**src/rtl/muldiv_pkg.sv**
```systemverilog
// muldiv_pkg
// Shared definitions for the multiply/divide sequencer slice.
//   state_e  : sequencer FSM states
//   OP_MULT  : op encoding for a multiply request
//   OP_DIV   : op encoding for a divide request
package muldiv_pkg;

  typedef enum logic [2:0] {
    IDLE,
    START,
    WAIT,
    WRITE,
    EXC,
    TMO
  } state_e;

  localparam logic OP_MULT = 1'b0;
  localparam logic OP_DIV  = 1'b1;

endpackage

```
**src/rtl/muldiv_seq_if.sv**
```systemverilog
// muldiv_seq_if
// Bundles the request/completion handshake between the main control unit,
// the mult/div cores, the HI/LO register file and the sequencer.
//   req, op, operand_b     : request from the control unit
//   mult_done, div_done    : completion strobes from the cores
//   mult_start, div_start  : start pulses to the cores
//   mult_div_sel           : HI/LO source mux select (0 = mult, 1 = div)
//   hi_write, lo_write     : HI/LO write enables
//   busy, done             : stall and completion back to the control unit
//   div_zero_exc           : divide-by-zero exception pulse
//   timeout_err            : watchdog exception pulse
// modport slave is the sequencer's view, master is the surrounding datapath.
interface muldiv_seq_if;

  logic        req;
  logic        op;
  logic [31:0] operand_b;
  logic        mult_done;
  logic        div_done;
  logic        mult_start;
  logic        div_start;
  logic        mult_div_sel;
  logic        hi_write;
  logic        lo_write;
  logic        busy;
  logic        done;
  logic        div_zero_exc;
  logic        timeout_err;

  modport slave (
    input  req, op, operand_b, mult_done, div_done,
    output mult_start, div_start, mult_div_sel, hi_write, lo_write,
           busy, done, div_zero_exc, timeout_err
  );

  modport master (
    output req, op, operand_b, mult_done, div_done,
    input  mult_start, div_start, mult_div_sel, hi_write, lo_write,
           busy, done, div_zero_exc, timeout_err
  );

endinterface

```
**src/rtl/muldiv_watchdog.sv**
```systemverilog
// muldiv_watchdog
// Counts cycles spent waiting on a core and flags the last allowed cycle.
// Only instantiated when MULDIV_TIMEOUT_EN is defined.
//   clock  : system clock, rising edge
//   reset  : asynchronous, active-low
//   clear  : zero the counter (held while the core is being started)
//   enable : count this cycle (high while waiting on the core)
//   expire : high on the MAX_WAIT-th enabled cycle since clear
module muldiv_watchdog #(
  parameter int MAX_WAIT = 40
) (
  input  logic clock,
  input  logic reset,
  input  logic clear,
  input  logic enable,
  output logic expire
);

  localparam int CW = $clog2(MAX_WAIT + 1);

  logic [CW-1:0] count;

  // Wait-cycle counter; clear takes priority so a fresh start always
  // begins from zero.
  always_ff @(posedge clock or negedge reset) begin
    if (!reset) begin
      count <= '0;
    end else if (clear) begin
      count <= '0;
    end else if (enable) begin
      count <= count + CW'(1);
    end
  end

  // The first enabled cycle sees count 0, so count MAX_WAIT-1 marks the
  // MAX_WAIT-th waiting cycle.
  assign expire = enable && (count == CW'(MAX_WAIT - 1));

endmodule

```
**src/rtl/muldiv_seq.sv**
```systemverilog
// muldiv_seq
// Sequences one MULT/DIV operation: checks the divisor for zero, pulses
// start to the selected core, waits for its completion, writes HI/LO and
// returns a one-cycle done. Stalls the control unit via busy meanwhile.
//   clock : system clock, rising edge
//   reset : asynchronous, active-low
//   bus   : muldiv_seq_if.slave (request, core handshake, HI/LO control,
//           busy/done and exception pulses)
// Parameter MAX_WAIT: cycles allowed in WAIT before a timeout.
// Optional feature macro MULDIV_TIMEOUT_EN: adds the watchdog and the TMO
// path; without it WAIT waits indefinitely and timeout_err stays 0.
module muldiv_seq
  import muldiv_pkg::*;
#(
  parameter int MAX_WAIT = 40
) (
  input logic         clock,
  input logic         reset,
  muldiv_seq_if.slave bus
);

  state_e state;
  state_e state_next;
  logic   op_q;

  logic mult_start;
  logic div_start;
  logic hi_write;
  logic lo_write;
  logic done;
  logic div_zero_exc;
  logic timeout_err;
  logic sel_done;

`ifdef MULDIV_TIMEOUT_EN
  logic wd_expire;

  muldiv_watchdog #(
    .MAX_WAIT(MAX_WAIT)
  ) u_watchdog (
    .clock  (clock),
    .reset  (reset),
    .clear  (state == START),
    .enable (state == WAIT),
    .expire (wd_expire)
  );
`else
  // MAX_WAIT only matters when the watchdog is built in.
  logic unused_max_wait;
  assign unused_max_wait = (MAX_WAIT > 0);
`endif

  // State register plus the latched op; op_q only moves on an accepted
  // request so the HI/LO mux select is stable through WRITE.
  always_ff @(posedge clock or negedge reset) begin
    if (!reset) begin
      state <= IDLE;
      op_q  <= OP_MULT;
    end else begin
      state <= state_next;
      if (state == IDLE && bus.req) begin
        op_q <= bus.op;
      end
    end
  end

  // Next-state and Moore outputs. Only the selected core's done is looked
  // at, and only in WAIT; done beats the watchdog when both hit together.
  always_comb begin
    state_next   = state;
    mult_start   = 1'b0;
    div_start    = 1'b0;
    hi_write     = 1'b0;
    lo_write     = 1'b0;
    done         = 1'b0;
    div_zero_exc = 1'b0;
    timeout_err  = 1'b0;
    sel_done     = (op_q == OP_DIV) ? bus.div_done : bus.mult_done;
    case (state)
      IDLE: begin
        if (bus.req) begin
          if (bus.op == OP_DIV && bus.operand_b == 32'd0) begin
            state_next = EXC;
          end else begin
            state_next = START;
          end
        end
      end
      START: begin
        mult_start = (op_q == OP_MULT);
        div_start  = (op_q == OP_DIV);
        state_next = WAIT;
      end
      WAIT: begin
        if (sel_done) begin
          state_next = WRITE;
        end
`ifdef MULDIV_TIMEOUT_EN
        else if (wd_expire) begin
          state_next = TMO;
        end
`endif
      end
      WRITE: begin
        hi_write   = 1'b1;
        lo_write   = 1'b1;
        done       = 1'b1;
        state_next = IDLE;
      end
      EXC: begin
        div_zero_exc = 1'b1;
        done         = 1'b1;
        state_next   = IDLE;
      end
`ifdef MULDIV_TIMEOUT_EN
      TMO: begin
        timeout_err = 1'b1;
        done        = 1'b1;
        state_next  = IDLE;
      end
`endif
      default: begin
        state_next = IDLE;
      end
    endcase
  end

  assign bus.mult_start   = mult_start;
  assign bus.div_start    = div_start;
  assign bus.hi_write     = hi_write;
  assign bus.lo_write     = lo_write;
  assign bus.done         = done;
  assign bus.div_zero_exc = div_zero_exc;
  assign bus.timeout_err  = timeout_err;
  assign bus.busy         = (state != IDLE);
  assign bus.mult_div_sel = op_q;

endmodule
```
**src/flat_wrapper.sv**
```systemverilog
// flat-port wrapper written by rule: the top's interface ports become plain ports
module muldiv_seq_flat import muldiv_pkg::*;
#(
  parameter int MAX_WAIT = 40
)
  (clock, reset, bus_req, bus_op, bus_operand_b, bus_mult_done, bus_div_done, bus_mult_start, bus_div_start, bus_mult_div_sel, bus_hi_write, bus_lo_write, bus_busy, bus_done, bus_div_zero_exc, bus_timeout_err);
  muldiv_seq_if bus_i ();
  input logic clock;
  input logic reset;
  input wire logic [$bits(bus_i.req)-1:0] bus_req;
  input wire logic [$bits(bus_i.op)-1:0] bus_op;
  input wire logic [$bits(bus_i.operand_b)-1:0] bus_operand_b;
  input wire logic [$bits(bus_i.mult_done)-1:0] bus_mult_done;
  input wire logic [$bits(bus_i.div_done)-1:0] bus_div_done;
  output wire logic [$bits(bus_i.mult_start)-1:0] bus_mult_start;
  output wire logic [$bits(bus_i.div_start)-1:0] bus_div_start;
  output wire logic [$bits(bus_i.mult_div_sel)-1:0] bus_mult_div_sel;
  output wire logic [$bits(bus_i.hi_write)-1:0] bus_hi_write;
  output wire logic [$bits(bus_i.lo_write)-1:0] bus_lo_write;
  output wire logic [$bits(bus_i.busy)-1:0] bus_busy;
  output wire logic [$bits(bus_i.done)-1:0] bus_done;
  output wire logic [$bits(bus_i.div_zero_exc)-1:0] bus_div_zero_exc;
  output wire logic [$bits(bus_i.timeout_err)-1:0] bus_timeout_err;
  assign bus_i.req = bus_req;
  assign bus_i.op = bus_op;
  assign bus_i.operand_b = bus_operand_b;
  assign bus_i.mult_done = bus_mult_done;
  assign bus_i.div_done = bus_div_done;
  assign bus_mult_start = bus_i.mult_start;
  assign bus_div_start = bus_i.div_start;
  assign bus_mult_div_sel = bus_i.mult_div_sel;
  assign bus_hi_write = bus_i.hi_write;
  assign bus_lo_write = bus_i.lo_write;
  assign bus_busy = bus_i.busy;
  assign bus_done = bus_i.done;
  assign bus_div_zero_exc = bus_i.div_zero_exc;
  assign bus_timeout_err = bus_i.timeout_err;
  muldiv_seq #(.MAX_WAIT(MAX_WAIT)) u_core (.clock(clock), .reset(reset), .bus(bus_i));
endmodule
```
**config.mk**
```make
export PLATFORM = sky130hd
export DESIGN_NAME = muldiv_seq_flat
export DESIGN_NICKNAME = d
export VERILOG_FILES = /design/src/rtl/muldiv_pkg.sv /design/src/rtl/muldiv_seq_if.sv /design/src/rtl/muldiv_watchdog.sv /design/src/rtl/muldiv_seq.sv /design/src/flat_wrapper.sv
export SDC_FILE = /design/constraint.sdc
export NUM_CORES = 1
export LEC_CHECK = 0
export ABC_CLOCK_PERIOD_IN_PS = 1400
export BUFFER_PORTS_ARGS = -buffer_cell sky130_fd_sc_hd__buf_2
export CELL_PAD_IN_SITES_DETAIL_PLACEMENT = 2
export CELL_PAD_IN_SITES_GLOBAL_PLACEMENT = 2
export CORE_ASPECT_RATIO = 1.5
export CORE_MARGIN = 8
export CORE_UTILIZATION = 11
export CTS_CLUSTER_SIZE = 25
export DETAILED_ROUTE_END_ITERATION = 8
export MAX_ROUTING_LAYER = met4
export PLACE_DENSITY_LB_ADDON = 0.1
export SYNTH_ARGS = -nofsm -noshare
export SYNTH_HDL_FRONTEND = slang
export SYNTH_SLANG_ARGS = --single-unit
```
**constraint.sdc**
```tcl
create_clock -name clock -period 1.4 [get_ports clock]
set_input_delay 0.07 -clock clock [delete_from_list [all_inputs] [get_ports clock]]
set_output_delay 0.07 -clock clock [all_outputs]
set_load 0.005 [all_outputs]
```
# Word level (Yosys, flattened, before mapping)
# Index checks and enable logic that the tools add are counted.
[word_totals] regBits=4 inputBits=38 out_inout_bits=9
[classes] eq_ne=6 muxes=10 bitwise_logic=1 reduce_logical=7
[ops] operator="$logic_not A32 Y1" count=1
[ops] operator="$mux W3" count=3
[ops] operator="$pmux W3 S3" count=1
[ops] operator="$eq A3 B2 Y1 const B" count=2
[ops] operator="$mux W1" count=6
[ops] operator="$eq A3 B1 Y1 const B" count=1
[ops] operator="$eq A3 B3 Y1 const B" count=1
[ops] operator="$logic_not A3 Y1" count=1
[ops] operator="$reduce_bool A3 Y1" count=1
[ops] operator="$logic_and A1 B1 Y1" count=2
[ops] operator="$ne A2 B1 Y1 const B" count=1
[ops] operator="$ne A2 B2 Y1 const B" count=1
[ops] operator="$reduce_and A2 Y1" count=1
[ops] operator="$reduce_or A2 Y1" count=1
[ops] operator="$not A1 Y1" count=1

# Longest topological paths before layout
[logic_depth] word_depth=5 mapped_depth=4 depth_no_buf=4

# Worst setup path before layout
# No wires, ideal clock.
[synth_timing] kind="reg2reg" start="register u_core.op_q (netlist: u_core.bus.mult_div_sel)" end="register u_core.state[0]" setup_time_ps=83 arrival_time_ps=1034 required_time_ps=1317 slack_ps=283 path_stages_with_launch=4 n_path_buf=0 synth_period_minus_slack_ps=1117 cell_sequence="dfrtp_1 > mux2i_1 > or4b_1 > o21ai_0"
[synth_between] elab_chain_len=3
[synth_rtl] element="from (decl)" line="muldiv_seq.sv:24" text="logic op_q;"
[synth_rtl] element="from (signal assigned)" line="muldiv_seq.sv:62" text="op_q <= bus.op;"
[synth_rtl] element="$mux W1" line="muldiv_seq.sv:78" text="sel_done = (op_q == OP_DIV) ? bus.div_done : bus.mult_done;"
[synth_rtl] element="$ne A2 B1 Y1 (no line)"
[synth_rtl] element="$reduce_and A2 Y1 (no line)"
[synth_rtl] element="to (signal assigned)" line="muldiv_seq.sv:60" text="state <= state_next;"
[synth_rtl] element="to (decl)" line="muldiv_seq.sv:22" text="state_e state;"
# No other way between the ends.
# A chain may end at the register's enable or synchronous reset.

# Worst setup path in the final report
[layout_timing] start="register u_core.state[0]" end="output bus_done"
[layout_between] elab_chain_len=3 elab_cells_between_ends=4
[layout_rtl] element="$eq A3 B2 Y1 / $eq A3 B3 Y1 (equally long branches)" line="muldiv_seq.sv:79" text="case (state)"
[layout_rtl] element="$reduce_or A2 Y1 (no line) (*)"
[layout_rtl] element="$mux W1 (*)" line="muldiv_seq.sv:79"
[layout_rtl] element="to (decl)" line="flat_wrapper.sv:21" text="output wire logic [$bits(bus_i.done)-1:0] bus_done;"
# Mark *: on every way between the ends. The rest lies on a longest branch, timed or not.

==> flow_summary.toml <==
[timing]
slew_viol_final = 0
hold_slack_ns = 0.1068
min_period_ns = 1.319
setup_viol = 0
maxClockFrequency_mhz = 758.3
post_route_skew_ns = 0.002519
post-route-period-util = 0.9420
hold_viol_final = 0

[yosys]
synth_enable_flop_cells = 0
syn_avg_cell_area_um2 = 8.651
post_synth_inst_count = 35
synth_sequential_area_ratio = 0.3306
synth.top_cells.by_area = "dfrtp_1 33%, nor4_1 14%, buf_4 5.0%, nor2_1 5.0%, nand4_1 4.1%"
yosysUniqueCellTypes = 20
netlist.area_leader.share = 0.3306
ys_async_sr_fraction = 1.000
synth_nets = 73
synth_common_cells = "7 x nor4_1, 4 x dfrtp_1, 4 x nor2_1"
syn-cell-area_um2 = 302.8
synth-main-ff-cell = "dfrtp_1"
synthDominantAreaCellType = "dfrtp_1"
ys_warn_count = 0
synth.ff_latch_count = 4
yosys.cell_count.top_type = "nor4_1"

[global_route]
grt_pass1_wl_mm = 2.518
gr-total-overflow = 0
maximum_number_of_pins_on_one_net_before_global_route_repair = 9
grt_antenna_before_repair = 0
grtUsageTotal = 0.07410
via_count_of_the_first_global_routing_pass = 605

[clocking]
clock_insertion_delay_worst_skew_ns = 0.21
cts_tree = "built"
clock_sinks = 4
cts_setup_buffers = 0
clk_pin_slew_worst_paths_ns = 0.03
ctsLongestPathBuffers = 2
cts_made_buffers = 3
cts.htree.levels = 1
cts_root_buffer = "clkbuf_8"

[placed_design]
post-dp-hpwl_mm = 1.492
routabilityCongestion = 0.6694
place.port_buffers = 45
placed_area_um2 = 559.3
placed_cells = 115

[worst_setup_path]
crit_slowest_cell = "dfrtp_2"
cp.required_ns = 1.33
setup.worst_path.start_class = "flop"
setup.worst_path.class = "flop to primary output"
timing.critical_path.slowest_cell_delay_ns = 0.44
worstPathBufferInverterCount = 1
worstPathCellList = "and3b_1, or2_2, buf_2"
critical_path_peak_fanout = 8
cp-end-kind = "primary output"
crit_family = "simple AND/OR/NAND/NOR gates"
worst_ep_arrival_time_ns = 1.25
timing.rr.start = "u_core.bus.mult_div_sel"
launch_point_of_the_worst_path = "u_core.state[0]"

[pwr]
intPower_mw = 0.5335
share_of_total_power_in_combinational_logic = 0.400
cellLeakagePower_nw = 0.3161
seq_power_share = 0.293
p_sw_mw = 0.2472
power.clock.fraction = 0.307
worst_voltage_drop_across_the_vdd_grid_v = 0.0002514
switching_share = 0.3167
cellPowerDensity_mw_per_mm2 = 1276

[min_path]
min_path_type = "primary input to flop"
hold_start = "bus_op"

[drt]
total_via_count_after_detailed_routing = 470
route.final.wire_length_mm = 1.579
route.met3.wl_um = 171
routed_via_density = 3.950
maxUsedRoutingLayer = "met4"
starting_drc_count_in_detailed_routing = 3
post_drt_wl_per_cell_um = 13.27
postRouteAntennaNets = 0
post-route-drc-count = 0
dr.pass1.iters = 2
met2_wirelength_um = 844
wl_met1_um = 554

[finish]
layout.nets = 122
fin_area_um2 = 611.8
layout_filler_cell_count = 355
layout.core_utilization = 0.2311
n_antenna_cell = 0
drive_above_1_share = 0.6341
flow.area_growth_from_synthesis_pct = 102.1
post_route_insts_no_fill = 119

[floorplan]
coreArea_mm2 = 0.002648
dieHeight_um = 80.26
die_area_mm2 = 0.004722
std_cell_rows = 23
die_w_um = 58.84
boundary_pins = 47
initial_cell_density_of_the_core = 0.1144

[flow_run]
number_of_maximum_capacitance_constraint_violations = 0

[run_status]
outcome = "finished clean"
==> metal layers <==
layer	vias up	GRT usage
met4	0	0.04327
met5	-	-
li1	228	-
met3	2	0.03994
met1	212	0.05931
met2	28	0.1294
==> cells by family after synthesis <==
logic type / Yosys count / share of synthesized area
other: 1 / 0.01238
buffers and inverters: 2 / 0.04957
AO/OA/AOI/OAI: 1 / 0.01651
flip-flops: 4 / 0.3306
XOR/XNOR: 1 / 0.02893
multiplexers: 2 / 0.07025
AND/OR/NAND/NOR: 24 / 0.4917
==> cells in the final DEF (no fill, tap or decap) <==
| cell type | synthesis | routed |
|---|---|---|
| and3_2 | 1 | 1 |
| and3b_1 | 1 | 1 |
| buf_2 | 0 | 45 |
| clkbuf_8 | 0 | 3 |
| conb_1 | 1 | 1 |
| dfrtp_1 | 4 | 3 |
| dfrtp_2 | 0 | 1 |
| dlygate4sd3_1 | 0 | 1 |
| mux2_2 | 1 | 1 |
| mux2i_1 | 1 | 1 |
| nand2_1 | 1 | 1 |
| nand3b_1 | 1 | 1 |
| nand4_1 | 2 | 2 |
| nor2_1 | 4 | 4 |
| nor3_1 | 1 | 1 |
| nor3b_1 | 1 | 1 |
| nor4_1 | 7 | 7 |
| nor4b_1 | 1 | 1 |
| o21ai_0 | 1 | 1 |
| or2_2 | 1 | 1 |
| or3_1 | 2 | 2 |
| or4b_1 | 1 | 1 |
| xnor2_1 | 1 | 1 |
==> area by class of cell <==
cell class | count | area [µm²] | area share
multi-input cells | 29 | 187.7 | 0.3067
repair buffers | 46 | 235.2 | 0.3845
well taps | 37 | 46.29 | 0.07566
clock buffers | 3 | 41.29 | 0.06748
flip-flops and latches | 4 | 101.3 | 0.1656
==> state kept, by name, summed over array words and instances (netlist names) <==
signal,count
u_core.bus.mult_div_sel,1
u_core.state,3
==> stage by stage <==
stage / power [mW] / setup TNS [ns] / worst slack (ns)
after floorplan: 0.3912 / 0 / 0.2832
after global placement: 0.5374 / 0 / 0.2299
after detailed placement: 0.5467 / 0 / 0.2149
after CTS: 0.7959 / 0 / 0.03929
after global routing: 0.8632 / -0.0005702 / -0.0005702
final: 0.7807 / 0 / 0.08123
==> power groups by stage <==
| stage | registers (mW) | logic [mW] | clock network (mW) |
|---|---|---|---|
| 2_1_floorplan | 0.214 | 0.177 | 0 |
| 3_5_place_dp | 0.229 | 0.318 | 0 |
| 4_1_cts | 0.228 | 0.322 | 0.246 |
| 5_1_grt | 0.242 | 0.363 | 0.258 |
| 3_3_place_gp | 0.226 | 0.312 | 0 |
| 6_report | 0.229 | 0.312 | 0.239 |
==> repair_timing <==
action / 4_1_cts / 5_1_grt
hold buffers: 1 / 0
setup endpoints to repair: 0 / 1
hold endpoints to repair: 4 / 0
resized for setup: 0 / 1
==> path summary, 6_finish.rpt <==
kind,to,slack [ns],depth (start not counted)
max,bus_done,0.08,3
min,u_core.bus.mult_div_sel,0.11,2
max reg2reg,u_core.state[0],0.22,3
min reg2reg,u_core.state[1],0.51,1
max in group asynchronous,u_core.state[0],1.08,2
min in group asynchronous,u_core.bus.mult_div_sel,0.19,2
Note: power is estimated with default switching activity, not from simulation.
